File: src/rtl/mem_lsu.sv
// Memory-access stage: data-bus req/ack handshake, byte-lane steering and load
// extension, with a pipeline stall held while an access is outstanding.
module mem_lsu #(
    parameter int XLEN    = 32,
    parameter int REG_AW  = 5,
    parameter int CSR_AW  = 12,
    parameter int TIMEOUT = 255
) (
    input  logic              clk,
    input  logic              rst,
    input  logic [REG_AW-1:0] mem_waddr,
    input  logic [XLEN-1:0]   mem_wdata,
    input  logic              mem_we,
    input  logic              mem_csr_we,
    input  logic [CSR_AW-1:0] mem_csr_waddr,
    input  logic [XLEN-1:0]   mem_csr_wdata,
    input  logic [3:0]        mem_op,
    input  logic [XLEN-1:0]   mem_addr,
    input  logic [XLEN-1:0]   mem_sdata,
    output logic              d_req,
    output logic              d_we,
    output logic [XLEN-1:0]   d_addr,
    output logic [3:0]        d_be,
    output logic [XLEN-1:0]   d_wdata,
    input  logic              d_ack,
    input  logic [XLEN-1:0]   d_rdata,
    input  logic              d_err,
    output logic [REG_AW-1:0] wb_waddr,
    output logic [XLEN-1:0]   wb_wdata,
    output logic              wb_we,
    output logic              wb_csr_we,
    output logic [CSR_AW-1:0] wb_csr_waddr,
    output logic [XLEN-1:0]   wb_csr_wdata,
    output logic              stall_req,
    output logic              exc_misalign,
    output logic              exc_bus_err
);
    typedef enum logic [1:0] {S_IDLE, S_WAIT, S_DONE} state_t;
    // sz: 0 byte, 1 half, 2 word
    typedef struct packed {
        logic       ld;
        logic       st;
        logic [1:0] sz;
        logic       uns;
    } dec_t;

    function automatic dec_t decode(input logic [3:0] op);
        dec_t d;
        d = '0;
        case (op)
            4'b0001: begin d.ld = 1'b1; d.sz = 2'd0; end
            4'b0010: begin d.ld = 1'b1; d.sz = 2'd1; end
            4'b0011: begin d.ld = 1'b1; d.sz = 2'd2; end
            4'b0100: begin d.ld = 1'b1; d.sz = 2'd0; d.uns = 1'b1; end
            4'b0101: begin d.ld = 1'b1; d.sz = 2'd1; d.uns = 1'b1; end
            4'b1001: begin d.st = 1'b1; d.sz = 2'd0; end
            4'b1010: begin d.st = 1'b1; d.sz = 2'd1; end
            4'b1011: begin d.st = 1'b1; d.sz = 2'd2; end
            default: ;
        endcase
        return d;
    endfunction

    state_t          state_q, state_d;
    logic [7:0]      cnt_q, cnt_d;
    logic [3:0]      op_q, op_d;
    logic [1:0]      off_q, off_d;
    logic [XLEN-1:0] rdata_q, rdata_d;
    logic            err_q, err_d;

    dec_t dec_i, dec_q, bdec;
    logic acc_i, mis_i;
    logic [1:0] boff;

    assign dec_i = decode(mem_op);
    assign dec_q = decode(op_q);
    assign acc_i = dec_i.ld | dec_i.st;
    assign mis_i = (dec_i.sz == 2'd1 && mem_addr[0]) || (dec_i.sz == 2'd2 && mem_addr[1:0] != 2'b00);

    // The request cycle steers from live inputs; WAIT steers from the latched descriptor.
    assign bdec = (state_q == S_IDLE) ? dec_i : dec_q;
    assign boff = (state_q == S_IDLE) ? mem_addr[1:0] : off_q;

    logic [3:0]      be;
    logic [XLEN-1:0] wd;
    always_comb begin
        case (bdec.sz)
            2'd0:    begin be = 4'b0001 << boff; wd = {4{mem_sdata[7:0]}};  end
            2'd1:    begin be = 4'b0011 << boff; wd = {2{mem_sdata[15:0]}}; end
            default: begin be = 4'b1111;         wd = mem_sdata;            end
        endcase
    end

    logic [7:0]      ld_byte;
    logic [15:0]     ld_half;
    logic [XLEN-1:0] ld_ext;
    always_comb begin
        ld_byte = rdata_q[{off_q, 3'b000} +: 8];
        ld_half = rdata_q[{off_q[1], 4'b0000} +: 16];
        case (dec_q.sz)
            2'd0:    ld_ext = {{(XLEN-8){~dec_q.uns & ld_byte[7]}}, ld_byte};
            2'd1:    ld_ext = {{(XLEN-16){~dec_q.uns & ld_half[15]}}, ld_half};
            default: ld_ext = rdata_q;
        endcase
    end

    always_comb begin
        state_d = state_q;
        cnt_d   = cnt_q;
        op_d    = op_q;
        off_d   = off_q;
        rdata_d = rdata_q;
        err_d   = err_q;
        case (state_q)
            S_IDLE: begin
                cnt_d = 8'd0;
                if (acc_i && !mis_i) begin
                    op_d    = mem_op;
                    off_d   = mem_addr[1:0];
                    err_d   = d_ack & d_err;
                    rdata_d = d_ack ? d_rdata : rdata_q;
                    state_d = d_ack ? S_DONE : S_WAIT;
                end
            end
            S_WAIT: begin
                cnt_d = cnt_q + 8'd1;
                if (d_ack) begin
                    rdata_d = d_rdata;
                    err_d   = d_err;
                    state_d = S_DONE;
                end else if (cnt_q == 8'(TIMEOUT - 1)) begin
                    err_d   = 1'b1;
                    state_d = S_DONE;
                end
            end
            default: state_d = S_IDLE;
        endcase
    end

    always_ff @(posedge clk) begin
        if (rst) begin
            state_q <= S_IDLE;
            cnt_q   <= 8'd0;
            op_q    <= 4'd0;
            off_q   <= 2'd0;
            rdata_q <= '0;
            err_q   <= 1'b0;
        end else begin
            state_q <= state_d;
            cnt_q   <= cnt_d;
            op_q    <= op_d;
            off_q   <= off_d;
            rdata_q <= rdata_d;
            err_q   <= err_d;
        end
    end

    always_comb begin
        wb_waddr     = mem_waddr;
        wb_wdata     = mem_wdata;
        wb_we        = mem_we;
        wb_csr_we    = mem_csr_we;
        wb_csr_waddr = mem_csr_waddr;
        wb_csr_wdata = mem_csr_wdata;
        d_req        = 1'b0;
        d_we         = 1'b0;
        d_addr       = '0;
        d_be         = 4'b0000;
        d_wdata      = '0;
        stall_req    = 1'b0;
        exc_misalign = 1'b0;
        exc_bus_err  = 1'b0;
        case (state_q)
            S_IDLE: begin
                if (acc_i && mis_i) begin
                    exc_misalign = 1'b1;
                    wb_we        = 1'b0;
                    wb_csr_we    = 1'b0;
                end else if (acc_i) begin
                    d_req     = 1'b1;
                    stall_req = 1'b1;
                end
            end
            S_WAIT: begin
                d_req     = 1'b1;
                stall_req = 1'b1;
            end
            default: begin
                if (dec_q.ld) wb_wdata = ld_ext;
                if (err_q) begin
                    exc_bus_err = 1'b1;
                    wb_we       = 1'b0;
                    wb_csr_we   = 1'b0;
                end
            end
        endcase
        if (d_req) begin
            d_we    = bdec.st;
            d_addr  = {mem_addr[XLEN-1:2], 2'b00};
            d_be    = be;
            d_wdata = wd;
        end
        if (rst) begin
            wb_waddr     = '0;
            wb_wdata     = '0;
            wb_we        = 1'b0;
            wb_csr_we    = 1'b0;
            wb_csr_waddr = '0;
            wb_csr_wdata = '0;
            d_req        = 1'b0;
            d_we         = 1'b0;
            d_addr       = '0;
            d_be         = 4'b0000;
            d_wdata      = '0;
            stall_req    = 1'b0;
            exc_misalign = 1'b0;
            exc_bus_err  = 1'b0;
        end
    end
endmodule

File: config.mk
export PLATFORM = sky130hd
export DESIGN_NAME = mem_lsu
export DESIGN_NICKNAME = d
export VERILOG_FILES = /design/src/rtl/mem_lsu.sv
export SDC_FILE = /design/constraint.sdc
export NUM_CORES = 1
export LEC_CHECK = 0
export BUFFER_PORTS_ARGS = -buffer_cell sky130_fd_sc_hd__clkbuf_2
export CAP_MARGIN = 20
export CORE_AREA = 4 4 131 133
export DETAILED_ROUTE_END_ITERATION = 10
export DIE_AREA = 0 0 135 137
export GPL_ROUTABILITY_DRIVEN = 0
export SLEW_MARGIN = 5
export SYNTH_ARGS = -nofsm -noshare
export SYNTH_HDL_FRONTEND = slang
export SYNTH_SLANG_ARGS = --single-unit
File: constraint.sdc
create_clock -name clk -period 2.2 [get_ports clk]
set_input_delay 0.22 -clock clk [delete_from_list [all_inputs] [get_ports clk]]
set_output_delay 0.22 -clock clk [all_outputs]
set_load 0.01 [all_outputs]
== Word-level counts from Yosys, hierarchy flattened ==
Index checks and enable logic that the tools add are counted.

* Output and inout port bits: 156
* Word-level logic and storage cells: 124
* RAM bits: 0
* Flip-flop bits (word level): 49
* Memories kept: 0
* ROM bits: 0
* Latch bits: 0

* Add/subtract/negate cells: 1
* Bitwise logic cells: 5
* Reduce and logical (&&, ||, !) cells: 26
* Equality and inequality tests: 24
* Multipliers: 0
* Multiplexer cells: 58
* Magnitude comparators: 0
* Shift operators: 4
* Divide/modulo/power cells: 0

{| class="wikitable"
|+ Operator list
! operator !! number
|-
| 32-bit 2-to-1 mux || 10
|-
| 32-bit one-hot mux with 2 select lines || 3
|-
| 32-bit by 6-bit indexed part select with 16-bit output || 1
|-
| 32-bit by 6-bit indexed part select with 8-bit output || 1
|-
| 1-bit 2-to-1 mux || 26
|-
| 4-bit == test (second input constant) || 6
|-
| 4-bit by 2-bit == test with 1-bit output (second input constant) || 4
|-
| 4-bit by 3-bit == test with 1-bit output (second input constant) || 4
|-
| 8-bit one-hot mux with 2 select lines || 1
|-
| 12-bit 2-to-1 mux || 1
|-
| 4-bit 2-to-1 mux || 3
|-
| 2-bit one-hot mux with 2 select lines || 3
|-
| 3-bit OR reduction || 4
|-
| 2-bit 2-to-1 mux || 5
|-
| 2-bit OR reduction || 5
|-
| 5-bit OR reduction || 2
|-
| 8-bit by 1-bit adder with 8-bit output (second input constant) || 1
|-
| 2-bit by 1-bit == test with 1-bit output (second input constant) || 4
|-
| 4-bit by 1-bit == test with 1-bit output (second input constant) || 2
|-
| 8-bit == test (second input constant) || 1
|-
| 1-bit one-hot mux with 2 select lines || 4
|-
| 4-bit one-hot mux with 2 select lines || 1
|-
| 2-bit logical NOT || 3
|-
| 2-bit AND reduction || 3
|-
| 14 further kinds || 20
|}

== Logic depth before layout (Yosys ltp) ==
Gate-level depths: netlist of the first run.

* Depth in word-level cells: 11
* Gate-level depth with buffers: 8
* Depth with buffers taken out: 6

== Worst setup path after synthesis of the first run ==
OpenSTA, ideal clock, no wires.

* Path type: register to output
* From: reg state_q[0]
* To: out d_be[2]
* Arrival time: 1836 ps
* Path slack: 144 ps
* Stages on the path, launching flop included: 6
* Required time: 1980 ps
* Path through: dfxtp_1 clkbuf_2 nor2_2 mux2_2 or4_1 a31oi_1

* Word-level cells in the longest chain between the ends: 6
* Elaborated cells on any way between the ends: 12
* Classes of those cells: eq/ne: 2; shift: 2; mux: 6; reduce/logical: 2

{| class="wikitable"
|+ Ends and longest elaborated chain
! item !! RTL line !! source
|-
| start, declared || 64 || <nowiki>state_t state_q, state_d;</nowiki>
|-
| start signal, assigned || 149 || <nowiki>state_q <= state_d;</nowiki>
|-
| 2-bit logical NOT || 81, 82, 173 ||
|-
| 2-bit 2-to-1 mux or 4-bit 2-to-1 mux (tied branches) || 82, 81 ||
|-
| 2-bit by 2-bit << shifter with 4-bit output (tied with other cells) || 89 || <nowiki>2'd1: begin be = 4'b0011 << boff; wd = {2{mem_sdata[15:0]}}; end</nowiki>
|-
| 4-bit one-hot mux with 2 select lines || 87 || <nowiki>case (bdec.sz)</nowiki>
|-
| 4-bit 2-to-1 mux (*) || 197 || <nowiki>if (d_req) begin</nowiki>
|-
| 4-bit 2-to-1 mux (*) || 203 || <nowiki>if (rst) begin</nowiki>
|-
| end, declared || 23 || <nowiki>output logic [3:0] d_be,</nowiki>
|}

Every way passes the cells marked *; elsewhere a longest branch is shown, timed or not.

== Worst setup path after layout of the first run ==
* From: reg off_q[0]
* To: out wb_wdata[9]

* Word-level cells in the longest chain between the ends: 6

{| class="wikitable"
|+ Ends and longest elaborated chain
! item !! RTL line !! source
|-
| start, declared || 67 || <nowiki>logic [1:0] off_q, off_d;</nowiki>
|-
| start signal, assigned || 145 || <nowiki>off_q <= 2'd0;</nowiki>
|-
| start signal, assigned || 152 || <nowiki>off_q <= off_d;</nowiki>
|-
| 32-bit by 6-bit indexed part select with 8-bit output || 98 || <nowiki>ld_byte = rdata_q[{off_q, 3'b000} +: 8];</nowiki>
|-
| 1-bit AND || 101 || <nowiki>2'd0: ld_ext = {{(XLEN-8){~dec_q.uns & ld_byte[7]}}, ld_byte};</nowiki>
|-
| 32-bit one-hot mux with 2 select lines || 100 || <nowiki>case (dec_q.sz)</nowiki>
|-
| 32-bit 2-to-1 mux || 189 || <nowiki>if (dec_q.ld) wb_wdata = ld_ext;</nowiki>
|-
| 32-bit 2-to-1 mux || 173 || <nowiki>case (state_q)</nowiki>
|-
| 32-bit 2-to-1 mux || 203 ||
|-
| end, declared || 29 || <nowiki>output logic [XLEN-1:0] wb_wdata,</nowiki>
|}

Every way passes these cells.

==> results list, run 1 <==
* Share of flip-flops with an asynchronous set or reset: 0
- Skew final: 0.00701 ns
- TritonCTS built the clock tree.
- Clock tree synthesis inserted a total of 5 buffers.
- The slowest stage of the critical path is the mux4_2 cell.
- The signal on the critical path passes through mux4_2 > nor2b_4 > o31ai_4 > buf_6 > o21ai_2 > buf_2.
- Yosys warnings: 0
- Routed wirelength normalized by instance count: 16.5 um
* Setup ws final: -0.0757 ns
* Antenna violations before repair: 0
- For the worst flop-to-flop path, the logic depth is 5.
* Final core utilization: 0.482
- The H-tree was split into 2 levels.
* Number of cells produced by synthesis: 629
- The startpoint identified for the worst hold timing path is d_rdata[6].
* Worst flop-to-flop path endpoint: off_q[0]
* Die boundary height: 137 um
* Max Buffers Root-to-Sink: 2
- The floorplan step defined a die boundary enclosing 18500 um^2.
- Number of design rule violations left after detail routing: 0
- Cell Area, Synth: 4660 um^2
* Overall power after layout: 0.00334 W
- In this run the critical register-to-register path is launched from state_q[1].
- Wirelength, routed: 19.8 mm
- Result of the run: finished with violations
- After synthesis the netlist holds a flip-flop and latch count of 49.
- Worst Hold Endpoint: rdata_q[6]
* GRT Resource Usage Total: 0.193
- Final period utilization: 1.03
* Max-capacitance violation count: 0
- Violations in the final reports: setup timing
- The initial utilization of the core area, before any placement, comes to 0.295.
* I/O Buffers: 340
* Final hold slack: 0.165 ns
* Crit start category: flop
- Core area: 15800 um^2
- TritonCTS Sinks: 49
- The later pin in the worst-skew pair is clocked with a latency of 0.29 ns.
* Worst slack after detailed placement: -0.196 ns
* Router iterations before antenna repair: 5
* Pin count of the biggest net entering global routing: 62
* Share of post-route cells with drive strength above 1: 0.496
- Kind of critical path: flop to output port
- Minimum period implied by the final worst setup slack: 2.28 ns
- Clock-pin slew was measured on the worst setup and hold paths at 0.07 ns.
- The filler cells instantiated in the layout total 1586.
- Sequential area share after synthesis: 0.210
- The detail route stage leaves a number of antenna-violating nets equal to 0.
* PD cells: 438 nW/um^2
- Final setup vio count: 28
- The synthesized design contains 0 enable-type register cells.
- Final hold violation count: 0
- Top-level port count: 343
- Cell depth of the worst hold path: 3
* Largest delay contributor family on the critical path: multiplexers
* Via count: 5668
- Number of placement rows: 46
* Placed cell count: 1167
- Layout Cells excl Fill: 1196
- The cell sitting at the root of the clock tree is a clkbuf_16.
- Counting distinct cell types in the post-synthesis netlist gives 67.
* Req. time, crit path: 1.98 ns
- Fmax: 439 MHz
- Register-to-Register Setup Slack: 0.63 ns
- VDD IR max: 0.330 mV
* Count of pins over their slew limit: 0
- Summed over all nets, the half-perimeter wirelength after detailed placement is 15.5 mm.
- Classification of the worst-slack hold path: input port to flop
* Drt initial violations: 260
- Setup repair after global routing missed its margin: yes
- Width of the die: 135 um
* Static leakage: 3.74 nW
- A synthesized cell averages 7.42 um^2.
- For this run, the slowest stage of the critical path takes 0.56 ns.
- Global-route congestion overflow total: 0
- The number of global-route vias before repair was 5390.
- Data arrives at the worst endpoint at 2.06 ns.
- Of all nets on the critical path, the largest fanout is 7.
- Commonest register cell after synthesis: dfxtp_1
* Final net count: 1168
- The number of buffers and inverters on the critical path is 2.
- Compared with the post-synthesis result, the final layout area differs by 63.4%.
* Via density per instance: 4.74
- Wire length of the first global-routing pass: 29.1 mm
* Antenna fix cells: 0
- STA classifies the critical path endpoint as an output port.
## worst max-delay path by stage
stage               start           end  slack [ns]  cells past startpoint
2_1_floorplan  state_q[0]       d_be[2]        0.14                      5
3_3_place_gp     off_q[0]  wb_wdata[17]       -0.11                      4
3_5_place_dp     off_q[0]  wb_wdata[17]       -0.20                      4
4_1_cts           op_q[3]       d_be[2]       -0.06                      7
5_1_grt          off_q[0]   wb_wdata[9]       -0.15                      6
6_report         off_q[0]   wb_wdata[9]       -0.08                      6
## cell usage after synthesis (all sizes together) (2+ instances only)
cell | n | area (um^2)
nand2b | 77 | 482
nor2b | 57 | 357
mux2i | 56 | 561
dfxtp | 49 | 981
nand2 | 45 | 169
nor2 | 45 | 171
and2 | 38 | 238
clkbuf | 37 | 140
o21ai | 28 | 140
a21oi | 27 | 139
buf | 23 | 156
o41ai | 16 | 140
nand3 | 12 | 60.1
nor3 | 11 | 55.1
inv | 10 | 37.5
nand4 | 9 | 56.3
o211ai | 8 | 60.1
o32ai | 8 | 70.1
a211oi | 7 | 70.1
o22ai | 7 | 43.8
nor3b | 6 | 50.1
and3b | 4 | 36.3
xor2 | 4 | 35.0
a221oi | 3 | 32.5
a31oi | 3 | 18.8
nor4bb | 3 | 30.0
o2bb2ai | 3 | 26.3
xnor2 | 3 | 26.3
a21o | 2 | 15.0
a221o | 2 | 20.0
and4bb | 2 | 25.0
ha | 2 | 25.0
or2 | 2 | 12.5
or3 | 2 | 12.5
## state kept, by name, summed over array words and instances (netlist names)
name,flops
err_q,1
cnt_q,8
rdata_q,32
off_q,2
state_q,2
op_q,4
## cells by family after synthesis
| logic type | synth area share |
|---|---|
| simple gates | 0.389 |
| compound gates | 0.183 |
| buf+inv | 0.0716 |
| mux | 0.127 |
| flops | 0.210 |
| xor+xnor | 0.0131 |
| fa+ha+maj | 0.00536 |
| other cells | 0.000804 |
## power by group
| group | internal (W) | switching (W) |
|---|---|---|
| Clock | 0.000539 | 0.000348 |
| Combinational | 0.000704 | 0.000753 |
| Sequential | 0.000941 | 0.0000536 |
## worst reg2reg max path: cells and delay by family (launching register included)
family          cells  cell delay, ns
compound gates      1            0.10
mux                 1            0.30
flops               1            0.34
buf+inv             1            0.17
simple gates        2            0.57
## stage by stage
stage               instance area, um^2  TNS, ns
floorplan                          4670        0
global placement                   6730    -1.28
detailed placement                 6730    -2.73
CTS                                7410    -1.17
global route                       7620    -3.86
finish                             7620    -1.35
## routing by layer
layer  track usage  routed length, um  vias to the layer above  part of all wire
li1              -                  -                     2881                 -
met4        0.0353                284                        0             0.014
met5             0                  0                        -                 0
met2         0.335               9660                      219              0.49
met3        0.0438               1630                       21             0.083
met1         0.249               8180                     2547              0.41
## area by class of cell
| type | count | area [um^2] | share of cell area |
|---|---|---|---|
| timing repair buffer | 402 | 2370 | 0.311 |
| inverter | 10 | 37.5 | 0.00492 |
| clock inverter | 3 | 43.8 | 0.00575 |
| clock buffer | 5 | 125 | 0.0164 |
| multi-input combinational | 511 | 3780 | 0.496 |
| tap | 216 | 270 | 0.0355 |
| sequential | 49 | 997 | 0.131 |
## cell usage in the layout (no fill, tap or decap), drive strengths merged, types with 12 or more instances in the layout
cell	instances
a21oi	27
and2	38
buf	83
clkbuf	324
dfxtp	49
mux2i	56
nand2	45
nand2b	77
nand3	12
nor2	45
nor2b	57
o21ai	28
o41ai	16
## repair_timing
action / CTS / global route
setup endpoints to repair: 51 / 58
buffers inserted: 17 / 3
pin swaps: 18 / 17
hold buffers: 0 / 0
gates cloned: 2 / 2
resized for setup: 67 / 61
Note: power is estimated with default switching activity, not from simulation.
==> run 2: changes to the inputs <==
Settings changed: GPL_TIMING_DRIVEN set to 0, MAX_ROUTING_LAYER set to met4.
==> run 2 against run 1 <==
Against the previous run: the run still ends with setup timing left; utilization grew 0.14 points; design area up 0.30%; setup slack worse by 0.017 ns; total power shrank 1.5%; routed wire length up 7.3%; flip-flop and latch count is the same; first-iteration DRC count is 53% higher; final cell count grew 1.5%.
==> results list, run 2 (same netlist as run 1, synthesis figures left out) <==
* Final hold violation count: 0
* Number of placement rows: 46
- Ranked by flip-flop count, first place goes to rdata_q.
* Clock transition time at the flip-flop clock pins of the worst setup and hold paths: 0.07 ns
- Layout area overhead: 63.9%
- At the later pin of the worst-skew pair, clock insertion delay measures 0.29 ns.
* Count of pins over their slew limit: 0
* Maximum single-stage delay on the critical path: 0.43 ns
* Largest regs: rdata_q x32, cnt_q x8, op_q x4
* Arrival time of the worst setup path: 2.07 ns
- The total area inside the core boundary comes to 15800 um^2.
* Violations in the final reports: setup timing
- The repair_antennas step left the layout with diodes totalling 0.
* Overall die area: 18500 um^2
- The tree is rooted in a clkbuf_16.
- CP startpoint: op_q[1]
- The H-tree was split into 2 levels.
- Hold-fix buffer count after cts: 0
* Die boundary height: 137 um
- TritonCTS created 5 clock buffers.
- Kind of critical path: flop to output port
* Starting density of the core: 0.295
- CTS tree: built
- IR analysis of the VDD net gives a maximum drop of 0.362 mV.
- Pin count of the biggest net entering global routing: 20
- Measured along the x axis, the die boundary spans 135 um.
- Top-level port count: 343
- After detailed placement, the total cell area comes to 6630 um^2.
* Minimum period implied by the final worst setup slack: 2.29 ns
- Global-route congestion overflow total: 0
* Req. time, crit path: 1.98 ns
* Static leakage: 3.74 nW
- Final net count: 1186
- Largest register FFs: 32
- After detailed placement, the design holds a cell count of 1184.
* Antenna Nets Post-Route: 0
* Skew final: 0.00524 ns
- Derived from the worst setup path, the maximum achievable clock frequency is 436 MHz.
- CTS saw 49 sinks.
- Layout Cells excl Fill: 1214
* Launch point of the worst hold path: d_rdata[21]
- Wirelength, routed: 21.2 mm
- The count of buffers added on input and output ports is 338.
* Via density per instance: 4.85
* Highest-count cells in the layout ignoring fill and taps: 313 x clkbuf_2, 76 x nand2b_1, 55 x mux2i_1, 55 x nor2b_1, 45 x nand2_1
- Worst Path Buf+Inv: 2
* Classification of the worst-slack hold path: input port to flop
- Setup violations remaining at the end of the flow were counted as 19.
- Remaining max-slew budget at the tightest pin: 0.612
* Final non-filler cell area: 7640 um^2
* Crit path capture type: output port
- The library cell used most frequently in the layout, excluding fill and tap cells, is clkbuf_2.
* Max Buffers Root-to-Sink: 2
- The detailed router finished its first iteration with 398 violations.
- In the final routed layout, each cell accounts on average for 17.5 um.
- Detailed routing inserted a total of 5888 vias.
- After legalization and detailed placement, the total HPWL measured 17.0 mm.
- The critical path goes through buf_8 > and4bb_4 > nor3_4 > or4_1 > a31oi_1 > buf_2.
* Setup ws final: -0.0924 ns
* Via count of the first global-routing pass: 5513
- Router iterations before antenna repair: 5
- Along the worst path, the maximum fanout reaches 8.
* Crit start category: flop
- The number of antenna violations at the first check in global routing was 0.
- Share of post-route cells with drive strength above 1: 0.486
- The first global-routing pass estimated 30.4 mm of wire.
- Among all stages on the critical path, the largest delay is contributed by or4_1.
- Overall power after layout: 0.00329 W
* Final core utilization: 0.483
- Worst slack after detailed placement: -0.212 ns
- Number of design rule violations left after detail routing: 0
- Max-cap violations in this run came to 0.
* PD cells: 430 nW/um^2
- For this run, the total global-route usage over all layers was measured as 0.211.
- Setup repair after global routing could not meet its margin everywhere.
- The worst register-to-register path begins at state_q[0].
- For the pin with the worst max-slew slack, the measured transition is 0.581 ns.
- Dividing the final minimum period by the clock period gives 1.04.
- The flow ran to the end, but the final reports show violations.
* Largest delay contributor family on the critical path: simple AND/OR/NAND/NOR gates
## run 2: cell count changes in the layout (fill, tap and decap cells not counted), moves of 7 or more
cell | previous run | this run
buf_8 | 0 | 7
buf_4 | 38 | 23
buf_12 | 9 | 2
buf_2 | 22 | 35
clkbuf_1 | 0 | 16
## run 2: area by class of cell
cell class | instances | area [um^2]
Timing Repair Buffer | 368 | 2000
Buffer | 52 | 375
Tap cell | 216 | 270
Sequential cell | 49 | 1000
Clock buffer | 6 | 139
Fill cell | 1609 | 8180
Multi-Input combinational cell | 511 | 3800
Clock inverter | 2 | 17.5
Inverter | 10 | 37.5
## run 2: power by group
group | leakage (nW) | total, W | switching (W) | internal [W]
clock network | 0.0775 | 0.000808 | 0.000349 | 0.000459
registers | 0.404 | 0.00100 | 0.0000600 | 0.000941
logic | 3.26 | 0.00148 | 0.000779 | 0.000701
total | 3.74 | 0.00329 | 0.00119 | 0.00210
## run 2: what timing repair did
item	in CTS	in global routing
hold endpoints to repair	0	0
setup buffers	15	10
pin swaps	18	42
resized for setup	103	109
setup endpoints to repair	73	75
cloned	4	2
## run 2: routing by layer
layer,vias to the layer above,GRT usage,share of wire
met5,-,-,0
met2,243,0.363,0.50
met3,16,0.0401,0.071
li1,2923,-,-
met4,0,0.0330,0.010
met1,2706,0.264,0.42
## run 2: path summary, 6_finish.rpt
path,endpoint,slack [ns],depth (start not counted)
setup reg to reg,op_q[1],0.43,7
hold / removal,rdata_q[21],0.17,3
setup / recovery,d_be[2],-0.09,6
hold reg to reg,err_q,0.47,2
## run 2: stage by stage
stage | TNS, ns | hold WS, ns
global placement | -4.65 | 0.462
finish | -0.698 | 0.166
floorplan | 0 | 0.337
global route | -2.71 | 0.177
detailed placement | -5.32 | 0.467
CTS | -1.66 | 0.163
## run 2: tightest hold or removal path, stage by stage
cell      delay (ns)
clkbuf_2        0.08
nand2b_1        0.05
mux2i_1         0.06
==> run 3: changes to the inputs <==
Settings changed: CORE_AREA 4 4 131 133 to 2 2 133 135, PLACE_DENSITY set to 0.64.
==> run 3 against run 2 <==
Against the previous run: global-route usage about the same; clock-buffer cell count decreased by 1; clock skew increased by 0.0028 ns; flip-flop and latch count unchanged; total power increased by 4.1%; fmax decreased by 2.1%; die area unchanged; setup slack got worse by 0.050 ns; the run still ends with setup timing left; largest cell class unchanged; non-clock buffer count increased by 15; final cell count increased by 2.0%; register-to-register slack improved by 0.04 ns; utilization decreased by 2.4 points.
==> results list, run 3 (same netlist as run 1, synthesis figures left out) <==
- Maximum single-stage delay on the critical path: 0.55 ns
* Kind of critical path: flop to output port
- Crit start category: flop
- Overall die area: 18500 um^2
* Final setup vio count: 38
- For this run, design rule violations remaining after detail routing come to 0.
* Layout Cells excl Fill: 1238
- Via count of the first global-routing pass: 5527
- Slew @ Worst Pin: 0.627 ns
- The detail route stage leaves a number of antenna-violating nets equal to 0.
- Summed over all failing endpoints, the final setup total negative slack is -3.07 ns.
- Largest regs: rdata_q x32, cnt_q x8, op_q x4
- Summing over every cut layer, the via total after detailed routing is 6014.
- In this run the worst hold path is classified as input port to flop.
* Drt initial violations: 301
* Antenna violations before repair: 0
* Violations in the final reports: setup timing
- The final max-slew violation count was 0.
* Highest-count cells in the layout ignoring fill and taps: 324 x clkbuf_2, 75 x nand2b_1, 55 x nor2b_1
- For this block, wires on met1 add up to 8.62 mm.
* Number of CTS-inserted buffers: 5
- Static timing analysis puts the maximum clock frequency at 427 MHz.
- Clk root buf: clkbuf_16
- Placed cell count: 1193
- The worst setup path is captured at an output port.
- The clock passes through at most 2 buffers.
- Setup repair after global routing missed its margin: yes
- VDD IR max: 0.299 mV
* Minimum period implied by the final worst setup slack: 2.34 ns
* Largest register FFs: 32
- Remaining max-slew budget at the tightest pin: 0.580
- The pre-antenna-repair detailed-routing pass consisted of 5 iterations.
* Core area: 17100 um^2
* Setup ws final: -0.142 ns
- During I/O placement, the number of pins put on the boundary was 343.
* Final hold violation count: 0
- Wirelength, routed: 20.7 mm
- I/O Buffers: 338
* Final net count: 1201
* PD cells: 437 nW/um^2
* Global-route congestion overflow total: 0
* Layout area overhead: 68.0%
- Of the cells placed in the final design, the portion with a size suffix greater than 1 is 0.506.
- Top sig layer: met4
* H-tree depth: 2
- Die boundary height: 137 um
- After detailed routing, the average wire length per cell comes to 16.7 um.
- Across the routed clock network, the largest skew measured is 0.00802 ns.
* Clock latency of the later-clocked register in the worst-skew pair: 0.30 ns
* Starting density of the core: 0.273
- Fill cell total of the finished layout: 1708
- CTS tree: built
- Final period utilization: 1.06
- Counting every sink on the clock net gives 49.
* Area of all sequential standard cells: 998 um^2
* Met3 wire length: 1.42 mm
* GRT Resource Usage Total: 0.211
- Largest Register: rdata_q
- Summed over all nets, the half-perimeter wirelength after detailed placement is 16.3 mm.
- Slowest cell on the critical path: mux4_2
- In the routed layout, each cell is associated on average with a via count of 4.86.
* Max-capacitance violation count: 0
- For the worst setup path, the data required time is 1.98 ns.
- Met2 WL post-DR: 10.4 mm
* Wire length of the first global-routing pass: 29.9 mm
- The floorplan has 48 rows.
- Clock-pin slew was measured on the worst setup and hold paths at 0.07 ns.
* Cell breakdown of the critical path: mux4_2 > a211oi_4 > buf_6 > o41ai_4 > buf_2
- Static leakage: 3.82 nW
- In the final layout, the multi-input gates occupy 3880 um^2.
- The number of antenna diodes in the final layout is 0.
- Top fanout value on the critical path: 5
* Most common library cell in the layout ignoring fill and taps: clkbuf_2
- Width of the die: 135 um
- The flow ran to the end, but the final reports show violations.
- Entering global routing, the biggest net connects 18 pins.
- Data arrives at the worst endpoint at 2.12 ns.
[run 3: what timing repair did]
| action | in CTS | in global routing |
|---|---|---|
| cloned | 4 | 2 |
| gates resized for setup | 130 | 75 |
| setup endpoints to repair | 71 | 93 |
| setup buffers | 21 | 17 |
| pin swaps | 27 | 26 |
| hold buffers | 0 | 0 |
[run 3: power breakdown]
group | internal, W | switching, W | total (W)
Clock | 0.000545 | 0.000359 | 0.000904
Sequential | 0.000940 | 0.0000597 | 0.00100
Combinational | 0.000724 | 0.000795 | 0.00152
[run 3: final cells by class]
| class | count | share of cell area |
|---|---|---|
| Buffer | 54 | 0.0497 |
| Clock buffer | 5 | 0.0160 |
| Clock inverter | 3 | 0.00607 |
| Inverter | 10 | 0.00479 |
| Multi-Input combinational cell | 511 | 0.496 |
| Sequential cell | 49 | 0.127 |
| Tap cell | 225 | 0.0359 |
| Timing Repair Buffer | 381 | 0.265 |
[run 3: worst max-delay path, delay by kind of cell (launching register included)]
| kind | cells | cell delay, ns |
|---|---|---|
| AO/OA/AOI/OAI | 2 | 0.57 |
| buffers and inverters | 2 | 0.35 |
| flip-flops | 1 | 0.36 |
| multiplexers | 1 | 0.55 |
[run 3: worst paths after layout]
| kind | depth (start not counted) | from | slack [ns] | to |
|---|---|---|---|---|
| setup / recovery | 5 | off_q[0] | -0.14 | wb_wdata[20] |
| hold / removal | 3 | d_rdata[20] | 0.16 | rdata_q[20] |
| setup reg to reg | 6 | state_q[0] | 0.47 | rdata_q[30] |
| hold reg to reg | 2 | rdata_q[0] | 0.48 | rdata_q[0] |
[run 3: per-stage QoR]
| stage | setup WS [ns] | instance area, um^2 | power, W | hold WS, ns | utilization |
|---|---|---|---|---|---|
| finish | -0.142 | 7840 | 0.00342 | 0.159 | 0.459 |
| global placement | -0.211 | 6640 | 0.00222 | 0.461 | 0.389 |
| global route | -0.183 | 7840 | 0.00360 | 0.177 | 0.459 |
| CTS | -0.103 | 7490 | 0.00332 | 0.160 | 0.439 |
| detailed placement | -0.225 | 6640 | 0.00223 | 0.465 | 0.389 |
| floorplan | 0.144 | 4670 | 0.00171 | 0.337 | - |
[run 3: routing by layer]
layer / GRT usage / vias up
met5: - / -
met2: 0.366 / 261
met3: 0.0307 / 24
met1: 0.262 / 2776
met4: 0.0422 / 0
li1: - / 2953
